===== config.mk =====
export PLATFORM = sky130hd
export DESIGN_NAME = mgmt_vector_sequencer
export DESIGN_NICKNAME = d
export VERILOG_FILES = /design/src/rtl/mgmt_pkg.sv /design/src/rtl/mgmt_seq_vec_ram.sv /design/src/rtl/mgmt_vector_sequencer.sv
export SDC_FILE = /design/constraint.sdc
export NUM_CORES = 2
export LEC_CHECK = 0
export ABC_AREA = 1
export BUFFER_PORTS_ARGS = -buffer_cell sky130_fd_sc_hd__buf_2
export CAP_MARGIN = 20
export CORE_ASPECT_RATIO = 1.1
export CORE_MARGIN = 8
export CORE_UTILIZATION = 50
export DETAILED_ROUTE_END_ITERATION = 7
export PLACE_DENSITY_LB_ADDON = 0.1
export SYNTH_ARGS = -nofsm -noshare
export SYNTH_HDL_FRONTEND = slang
export SYNTH_SLANG_ARGS = --single-unit

===== constraint.sdc =====
create_clock -name clock -period 9.02 [get_ports clock]
set_input_delay 2.255 -clock clock [delete_from_list [all_inputs] [get_ports clock]]
set_output_delay 2.255 -clock clock [all_outputs]
set_load 0.01 [all_outputs]

===== src/rtl/mgmt_pkg.sv =====
// Shared definitions for the management-module vector sequencer.
// Latency: n/a (types and constants only).
// Backpressure: n/a.
//
// Contents: FSM state encoding, TPM response code constants, and the bit
// layout of a stored vector word {cc, param, expected_rc}.
package mgmt_pkg;

  typedef enum logic [2:0] {
    ST_IDLE  = 3'd0,
    ST_FETCH = 3'd1,
    ST_ISSUE = 3'd2,
    ST_WAIT  = 3'd3,
    ST_CHECK = 3'd4,
    ST_PAUSE = 3'd5,
    ST_DONE  = 3'd6
  } state_t;

  // TPM response codes seen on the management interface
  localparam logic [11:0] RC_SUCCESS    = 12'h000;
  localparam logic [11:0] RC_FAILURE    = 12'h101;
  localparam logic [11:0] RC_INITIALIZE = 12'h100;
  localparam logic [11:0] RC_VALUE      = 12'h084;
  localparam logic [11:0] RC_AUTH_TYPE  = 12'h124;

  // Vector word layout, LSB first: expected_rc, then param, then cc.
  localparam int VEC_RC_LSB = 0;

  function automatic int vec_param_lsb(input int rc_w);
    return VEC_RC_LSB + rc_w;
  endfunction

  function automatic int vec_cc_lsb(input int rc_w, input int param_w);
    return VEC_RC_LSB + rc_w + param_w;
  endfunction

endpackage


===== src/rtl/mgmt_seq_vec_ram.sv =====
// Vector store: simple dual-port RAM, one write port and one read port.
// Latency: write lands at the clock edge; read data valid one cycle after rd_en.
// Backpressure: none; writes to addresses >= DEPTH are dropped.
//
// Ports:
//   clock            - system clock
//   wr_en/addr/data  - synchronous write port
//   rd_en/addr       - synchronous read request
//   rd_data          - registered read data, holds between reads
module mgmt_seq_vec_ram #(
  parameter int DEPTH = 16,
  parameter int AW    = 4,
  parameter int DW    = 97
) (
  input  logic          clock,
  input  logic          wr_en,
  input  logic [AW-1:0] wr_addr,
  input  logic [DW-1:0] wr_data,
  input  logic          rd_en,
  input  logic [AW-1:0] rd_addr,
  output logic [DW-1:0] rd_data
);

  localparam int AW1 = AW + 1;
  localparam logic [AW:0] DEPTH_W = AW1'(DEPTH);

  logic [DW-1:0] mem [DEPTH];

  // Storage is deliberately not reset; vectors survive a sequencer reset.
  always_ff @(posedge clock) begin
    if (wr_en && ({1'b0, wr_addr} < DEPTH_W)) begin
      mem[wr_addr] <= wr_data;
    end
    if (rd_en) begin
      rd_data <= mem[rd_addr];
    end
  end

endmodule


===== src/rtl/mgmt_vector_sequencer.sv =====
// On-chip stimulus sequencer: plays stored vectors into the TPM management module and scores responses.
// Latency: 3+RESP_WAIT cycles per vector in free-run; dut_start_n is a registered pulse seen the cycle after ISSUE.
// Backpressure: none; start is ignored while a vector is in flight, ld_en is ignored while busy.
//
// Optional build macro MGMT_SEQ_STOP_ON_FAIL_EN: a mismatch ends the run at once,
// leaving cur_idx on the failing vector. Without it every run_len vector executes.
//
// Ports:
//   clock, reset_n       - clock and async active-low reset
//   start, step_mode     - run / step request, pause-after-each-vector select
//   run_len              - vectors per run, 0 or > NUM_VEC means NUM_VEC (sampled at start)
//   ld_en/addr/data      - vector load port, data = {cc, param, expected_rc}
//   dut_rc               - response code from the module under test
//   dut_start_n          - one-cycle active-low start to the module under test
//   dut_cc, dut_param    - applied command, held until the next vector issues
//   busy, done, cur_idx  - run status
//   pass_cnt, fail_cnt, last_match, first_fail_vld, first_fail_idx - run statistics
module mgmt_vector_sequencer
  import mgmt_pkg::*;
#(
  parameter int NUM_VEC   = 16,
  parameter int CC_W      = 32,
  parameter int PARAM_W   = 33,
  parameter int RC_W      = 32,
  parameter int RESP_WAIT = 8,
  localparam int AW       = $clog2(NUM_VEC)
) (
  input  logic                      clock,
  input  logic                      reset_n,
  input  logic                      start,
  input  logic                      step_mode,
  input  logic [AW:0]               run_len,
  input  logic                      ld_en,
  input  logic [AW-1:0]             ld_addr,
  input  logic [CC_W+PARAM_W+RC_W-1:0] ld_data,
  input  logic [RC_W-1:0]           dut_rc,
  output logic                      dut_start_n,
  output logic [CC_W-1:0]           dut_cc,
  output logic [PARAM_W-1:0]        dut_param,
  output logic                      busy,
  output logic                      done,
  output logic [AW-1:0]             cur_idx,
  output logic [AW:0]               pass_cnt,
  output logic [AW:0]               fail_cnt,
  output logic                      last_match,
  output logic                      first_fail_vld,
  output logic [AW-1:0]             first_fail_idx
);

  localparam int VW        = CC_W + PARAM_W + RC_W;
  localparam int PARAM_LSB = vec_param_lsb(RC_W);
  localparam int CC_LSB    = vec_cc_lsb(RC_W, PARAM_W);
  localparam int AW1       = AW + 1;
  localparam logic [AW:0] MAX_LEN = AW1'(NUM_VEC);
  localparam int WCW       = (RESP_WAIT > 1) ? $clog2(RESP_WAIT) : 1;
  localparam logic [WCW-1:0] WAIT_LOAD = WCW'(RESP_WAIT - 1);

  state_t          state_q, state_d;
  logic [WCW-1:0]  wait_cnt;
  logic [AW-1:0]   last_idx;
  logic [RC_W-1:0] exp_rc;
  logic [VW-1:0]   rd_data;
  logic [AW:0]     eff_len;
  logic            run_start;
  logic            advance;
  logic            rc_match;
  logic            is_last;

  assign busy      = !(state_q == ST_IDLE || state_q == ST_DONE);
  assign done      = (state_q == ST_DONE);
  assign run_start = !busy && start;
  assign rc_match  = (dut_rc == exp_rc);
  assign is_last   = (cur_idx == last_idx);
  assign advance   = (state_d == ST_FETCH) && (state_q == ST_CHECK || state_q == ST_PAUSE);
  assign eff_len   = (run_len == '0 || run_len > MAX_LEN) ? MAX_LEN : run_len;

  // Loads are blocked for the whole run so the vectors in play cannot change under it.
  mgmt_seq_vec_ram #(
    .DEPTH (NUM_VEC),
    .AW    (AW),
    .DW    (VW)
  ) u_vec_ram (
    .clock   (clock),
    .wr_en   (ld_en && !busy),
    .wr_addr (ld_addr),
    .wr_data (ld_data),
    .rd_en   (state_q == ST_FETCH),
    .rd_addr (cur_idx),
    .rd_data (rd_data)
  );

  always_ff @(posedge clock or negedge reset_n) begin
    if (!reset_n) begin
      state_q <= ST_IDLE;
    end else begin
      state_q <= state_d;
    end
  end

  always_comb begin
    state_d = state_q;
    unique case (state_q)
      ST_IDLE, ST_DONE: if (start) state_d = ST_FETCH;
      ST_FETCH:         state_d = ST_ISSUE;
      ST_ISSUE:         state_d = ST_WAIT;
      ST_WAIT:          if (wait_cnt == '0) state_d = ST_CHECK;
      ST_CHECK: begin
        if (is_last) begin
          state_d = ST_DONE;
        end else if (step_mode) begin
          state_d = ST_PAUSE;
        end else begin
          state_d = ST_FETCH;
        end
`ifdef MGMT_SEQ_STOP_ON_FAIL_EN
        if (!rc_match) state_d = ST_DONE;
`endif
      end
      ST_PAUSE:         if (start) state_d = ST_FETCH;
      default:          state_d = ST_IDLE;
    endcase
  end

  always_ff @(posedge clock or negedge reset_n) begin
    if (!reset_n) begin
      dut_start_n    <= 1'b1;
      dut_cc         <= '0;
      dut_param      <= '0;
      cur_idx        <= '0;
      last_idx       <= '0;
      pass_cnt       <= '0;
      fail_cnt       <= '0;
      last_match     <= 1'b0;
      first_fail_vld <= 1'b0;
      first_fail_idx <= '0;
      exp_rc         <= '0;
      wait_cnt       <= '0;
    end else begin
      // Pulse is registered together with dut_cc/dut_param so the command is
      // stable during the whole low cycle.
      dut_start_n <= (state_q != ST_ISSUE);

      if (run_start) begin
        cur_idx        <= '0;
        last_idx       <= AW'(eff_len - AW1'(1));
        pass_cnt       <= '0;
        fail_cnt       <= '0;
        last_match     <= 1'b0;
        first_fail_vld <= 1'b0;
        first_fail_idx <= '0;
      end

      if (advance) begin
        cur_idx <= cur_idx + AW'(1);
      end

      if (state_q == ST_ISSUE) begin
        dut_cc    <= rd_data[CC_LSB +: CC_W];
        dut_param <= rd_data[PARAM_LSB +: PARAM_W];
        exp_rc    <= rd_data[VEC_RC_LSB +: RC_W];
        wait_cnt  <= WAIT_LOAD;
      end

      if (state_q == ST_WAIT && wait_cnt != '0) begin
        wait_cnt <= wait_cnt - WCW'(1);
      end

      if (state_q == ST_CHECK) begin
        last_match <= rc_match;
        if (rc_match) begin
          pass_cnt <= pass_cnt + AW1'(1);
        end else begin
          fail_cnt <= fail_cnt + AW1'(1);
          if (!first_fail_vld) begin
            first_fail_vld <= 1'b1;
            first_fail_idx <= cur_idx;
          end
        end
      end
    end
  end

endmodule

# ---- Yosys cells after proc, flatten, opt, wreduce, memory -nomap -nowiden
# Memories as Yosys holds them, arrays and structs flattened. A register that Yosys moved wholly into a read port is not among the register bits.
# Cells that the tools add are included.
dict set report op_classes {
  add_sub_neg 5
  order_cmp 1
  eq_ne 10
  muxes 28
  n_reduce_logical 16
}
# cell n
set ops {}
lappend ops {{$eq A32 B32 Y1} 1}
lappend ops {{$mux W5} 6}
lappend ops {{$mux W4} 7}
lappend ops {{$mux W3} 6}
lappend ops {{$pmux W3 S5} 1}
lappend ops {{$add A5 B1 Y5 const B} 2}
lappend ops {{$eq A3 B3 Y1 const B} 3}
lappend ops {{$mux W1} 8}
lappend ops {{$eq A3 B1 Y1 const B} 2}
lappend ops {{$eq A3 B2 Y1 const B} 2}
lappend ops {{$logic_not A3 Y1} 2}
lappend ops {{$reduce_bool A2 Y1} 3}
lappend ops {{$gt A5 B5 Y1 const B} 1}
lappend ops {{$logic_not A5 Y1} 1}
lappend ops {{$add A4 B1 Y4 const B} 1}
lappend ops {{$eq A4 B4 Y1} 1}
lappend ops {{$logic_and A1 B1 Y1} 4}
lappend ops {{$sub A4 B1 Y4 const B} 1}
lappend ops {{$logic_or A1 B1 Y1} 3}
lappend ops {{$ne A3 B2 Y1 const B} 1}
lappend ops {{$reduce_bool A3 Y1} 1}
lappend ops {{$reduce_or A3 Y1} 1}
lappend ops {{$sub A3 B1 Y3 const B} 1}
lappend ops {{$logic_not A1 Y1} 1}
dict set report word_totals {
  ff_bits 128
  ramBits 1552
  inputBits 143
  word_cells 74
  n_memories 1
}
# memory words width read_ports rd_clocked_by_memory_dff write_ports line
set mem_list {}
lappend mem_list {u_vec_ram.mem 16 97 1 1 1 mgmt_seq_vec_ram.sv:27} ;# logic [DW-1:0] mem [DEPTH];

# ---- Longest topological paths before layout
dict set report depth {
  word_depth 7
  mapped_depth 13
  mapped_depth_nobuf 12
}

# ---- Cells and area by module
# Synthesis repeated with hierarchy kept, for this count alone.
dict set report hier_totals {
  hier_cells 7126
  area_unflattened_um2 75043.2
}
# module instances cells_per_inst area_per_inst_um2 seq_area_each_um2
set by_module_without_submodules {}
lappend by_module_without_submodules {mgmt_seq_vec_ram 1 6366 69003.7 49517.5}
lappend by_module_without_submodules {mgmt_vector_sequencer 1 760 6039.5 3204.3}

# ---- Worst setup path before layout
# No wires, ideal clock.
dict set report synth_path {
  path_type {reg-to-reg}
  from {reg state_q[1]}
  to {reg u_vec_ram.rd_data[0] (read register of u_vec_ram.mem) (enable)}
  arrival_ns 7.078
  t_required_ns 8.346
  path_slack_ns 1.268
  stages_incl_launch_ff 2
  path_buffers 0
  period_less_slack_ns 7.752
  cell_sequence {dfrtp_1 > nor3_1}
}
dict set report synth_between {
  elab_chain_cells 1
}
# element line
set synth_lines {}
lappend synth_lines {{start, declared} mgmt_vector_sequencer.sv:58} ;# state_t state_q, state_d;
lappend synth_lines {{start signal, assigned} mgmt_vector_sequencer.sv:96} ;# state_q <= state_d;
lappend synth_lines {{$eq A3 B1 Y1} mgmt_vector_sequencer.sv:87} ;# .rd_en (state_q == ST_FETCH),
lappend synth_lines {{end, declared} mgmt_seq_vec_ram.sv:21} ;# output logic [DW-1:0] rd_data
# No other way between the ends.
# A chain may end at the register's enable or synchronous reset.

# ---- Worst setup path in the final report
dict set report layout_path {
  from {reg cur_idx[0]}
  to {out cur_idx[0]}
}
# element line
set layout_lines {}
lappend layout_lines {{start, declared} mgmt_vector_sequencer.sv:42} ;# output logic [AW-1:0] cur_idx,
lappend layout_lines {{start signal, assigned} mgmt_vector_sequencer.sv:154} ;# cur_idx <= cur_idx + AW'(1);
# No word-level cell between the ends.

==> impl_metrics.toml <==
[global_route]
grt_use_total = 0.226
gr-total-overflow = 0
grt_max_degree = 195
antenna_found_initial = 31
grt_pass1_vias = 39200
grt_pass1_wl_mm = 255

[synthesis]
yosys.area.top_type = "edfxtp_1"
syn_area_um2 = 69100
yosys_most_used_dff = "edfxtp_1"
ys_seq_area_frac = 0.763
ys_async_sr_fraction = 0.0720
synth_top_area_frac = 0.717
yosysMostFrequentCell = "edfxtp_1"
synth_top_cells_by_count = "edfxtp_1, nor2_1, nand2_1, o21ai_0, mux2i_1"
syn_inst = 4718
ys_types = 32
syn-num-nets = 4867
synth_edf_count = 1649
avgSynthCellArea_um2 = 14.6
yosys_warnings = 0
synth_seq_cells = 1777
synthTopCellsByArea = "edfxtp_1, dfrtp_1, mux2i_1"

[placement]
placed_cells = 6505
place_congestion = 0.789
portBuffers = 230
hpwl_mm = 86.4

[detailed_routing]
wl_per_cell_um = 25.2
drt-initial-drc-count = 3672
highest_layer = "met5"
drt-pass1-iter-count = 5
dr_wl_met3_mm = 11.7
via_count = 40200
drc_errors = 0
m1WireLength_mm = 75.0
wl_met2_mm = 82.5
routed_wl_mm = 173
ant_nets = 0
viasPerCell = 5.87

[floorplan]
fp-row-count = 143
core-area_um2 = 138000
die_area_um2 = 150000
die_h_um = 406
die_x_um = 370
start_util = 0.502
ioPinCount = 231

[sta]
hold_viol = 0
finalCritPeriodShare = 0.521
min_period_ns = 4.69
fin_worst_skew_ns = 0.0227
worstMarginPinSlew_ns = 1.18
fin_tns_setup_ns = 0
max_clock_freq_ghz = 0.213
report.final.slew_viol_count = 0
grt_setup_unrepaired = "false"
slew_headroom = 0.213
setup_viol = 0

[critical_path]
worst_ep_required_time_ns = 6.77
cp_max_fo = 46
worstPathArrival_ns = 2.44
cp_top_family = "buffers and inverters"
path_class = "reg2out"
slowest_delay_ns = 0.73
cp_num_buf_inv = 2
critPathCaptureType = "output port"
reg2reg_setup_slack_ns = 5.29
cp-start-kind = "flip-flop"
worstPathCellList = "buf_4, buf_2"
critPathSlowestCell = "dfrtp_4"

[clocking]
ctsResizeCount = 0
cts_made_buffers = 179
htree_levels = 4
clk_path_buf_depth = 3
holdBufCountCts = 0
cts_tree = "built"
cts_root_buf = "clkbuf_16"
clk_pin_slew_ns = 0.06
cts.sinks = 1777
postCtsSetupRepairBufs = 0
clk_latency_ns = 0.81

[pwr]
switchingPower_mw = 5.19
p_leak_nw = 25.4
swShare = 0.264
pwr-share-seq = 0.498
clkPwrFrac = 0.367
p_per_area_nw_per_um2 = 253
intPower_mw = 14.4
comb_power_share = 0.136
ir_drop_uv = 200

[cells_and_area]
instances_no_fill = 6858
nets = 5023
drive_gt1_frac = 0.114
synthToLayoutAreaGrowth_pct = 12.1

[hold_path]
hp-class = "reg2reg"

[outcome]
status = "completed"

[job]
maxCapViolCount = 0
[worst register-to-register path: cells and delay by family, from the launching register on]
| kind | cells | cell delay [ns] |
|---|---|---|
| buffers and inverters | 2 | 1.66 |
| AO/OA/AOI/OAI | 3 | 0.73 |
| flip-flops | 1 | 0.92 |
| AND/OR/NAND/NOR | 1 | 0.26 |
[flip-flops by register name, summed over array words and instances (netlist names)]
| register | flops |
|---|---|
| dut_cc | 32 |
| dut_start_n | 1 |
| first_fail_vld | 1 |
| first_fail_idx | 4 |
| u_vec_ram.rd_data | 97 |
| fail_cnt | 5 |
| u_vec_ram.mem | 1552 |
| last_match | 1 |
| wait_cnt | 3 |
| exp_rc | 32 |
| state_q | 3 |
| cur_idx | 4 |
| last_idx | 4 |
| pass_cnt | 5 |
| dut_param | 33 |
[logic make-up (layout without fill, tap and decap cells)]
family | Yosys count | in the layout | synth area share
AOI/OAI and AO/OA | 944 | 944 | 0.0915
xor gates and xnor gates | 35 | 35 | 0.00444
adders and majority gates | 6 | 6 | 0.00109
buffers and inverters | 373 | 683 | 0.0257
DFF | 1777 | 1777 | 0.763
muxes | 280 | 280 | 0.0406
other | 0 | 18 | 0
and+or+nand+nor | 1303 | 1303 | 0.0735
[power by group through the flow]
stage	Combinational, mW	Clock, mW	Sequential [mW]
2_1_floorplan	1.68	0	9.99
3_3_place_gp	2.68	0	9.92
3_5_place_dp	2.70	0	9.93
4_1_cts	2.71	7.32	9.76
5_1_grt	2.94	7.62	9.80
6_report	2.66	7.19	9.76
[cell usage in the layout (no fill, tap or decap), types with 123 or more instances in the layout]
cell / n
nor2_1: 645
o211ai_1: 144
mux2i_1: 280
dfrtp_1: 123
o221ai_1: 244
clkbuf_16: 179
nand2_1: 509
buf_2: 229
o21ai_0: 442
edfxtp_1: 1649
[metrics by stage]
step | hold slack (ns) | setup slack [ns] | power (mW) | instance area (um2) | util
floorplan | 0.425 | 1.27 | 11.7 | 69100 | -
global placement | 0.431 | 3.92 | 12.6 | 71700 | 0.521
detailed placement | 0.431 | 3.87 | 12.6 | 71700 | 0.521
CTS | 0.445 | 4.22 | 19.8 | 77400 | 0.563
global route | 0.462 | 4.19 | 20.4 | 77400 | 0.563
finish | 0.442 | 4.33 | 19.6 | 77500 | 0.563
[worst paths after layout]
kind	start	end	cells after the start
worst max-delay path	cur_idx[0]	cur_idx[0]	2
worst min-delay path	u_vec_ram.rd_data[45]	dut_param[13]	2
worst max register to register	cur_idx[1]	u_vec_ram.rd_data[29]	6
worst min register to register	u_vec_ram.rd_data[45]	dut_param[13]	2
max in group asynchronous	reset_n	cur_idx[0]	2
min in group asynchronous	reset_n	dut_param[31]	1
[final cells by class]
cell class,instances,area (um2)
fillers,11000,60100
inverters,56,235
repair buffers,292,1780
flip-flops and latches,1777,52700
multi-input cells,2568,14700
diodes,18,45.0
clock inverters,94,858
clock buffers,241,4830
well taps,1812,2270
[per-layer routing]
metal | GRT usage | vias to the layer above
li1 | - | 18200
met1 | 0.314 | 20500
met2 | 0.366 | 1261
met3 | 0.0409 | 237
met4 | 0.0682 | 4
met5 | 0 | -
No activity file was read; power rests on OpenSTA's default activity.
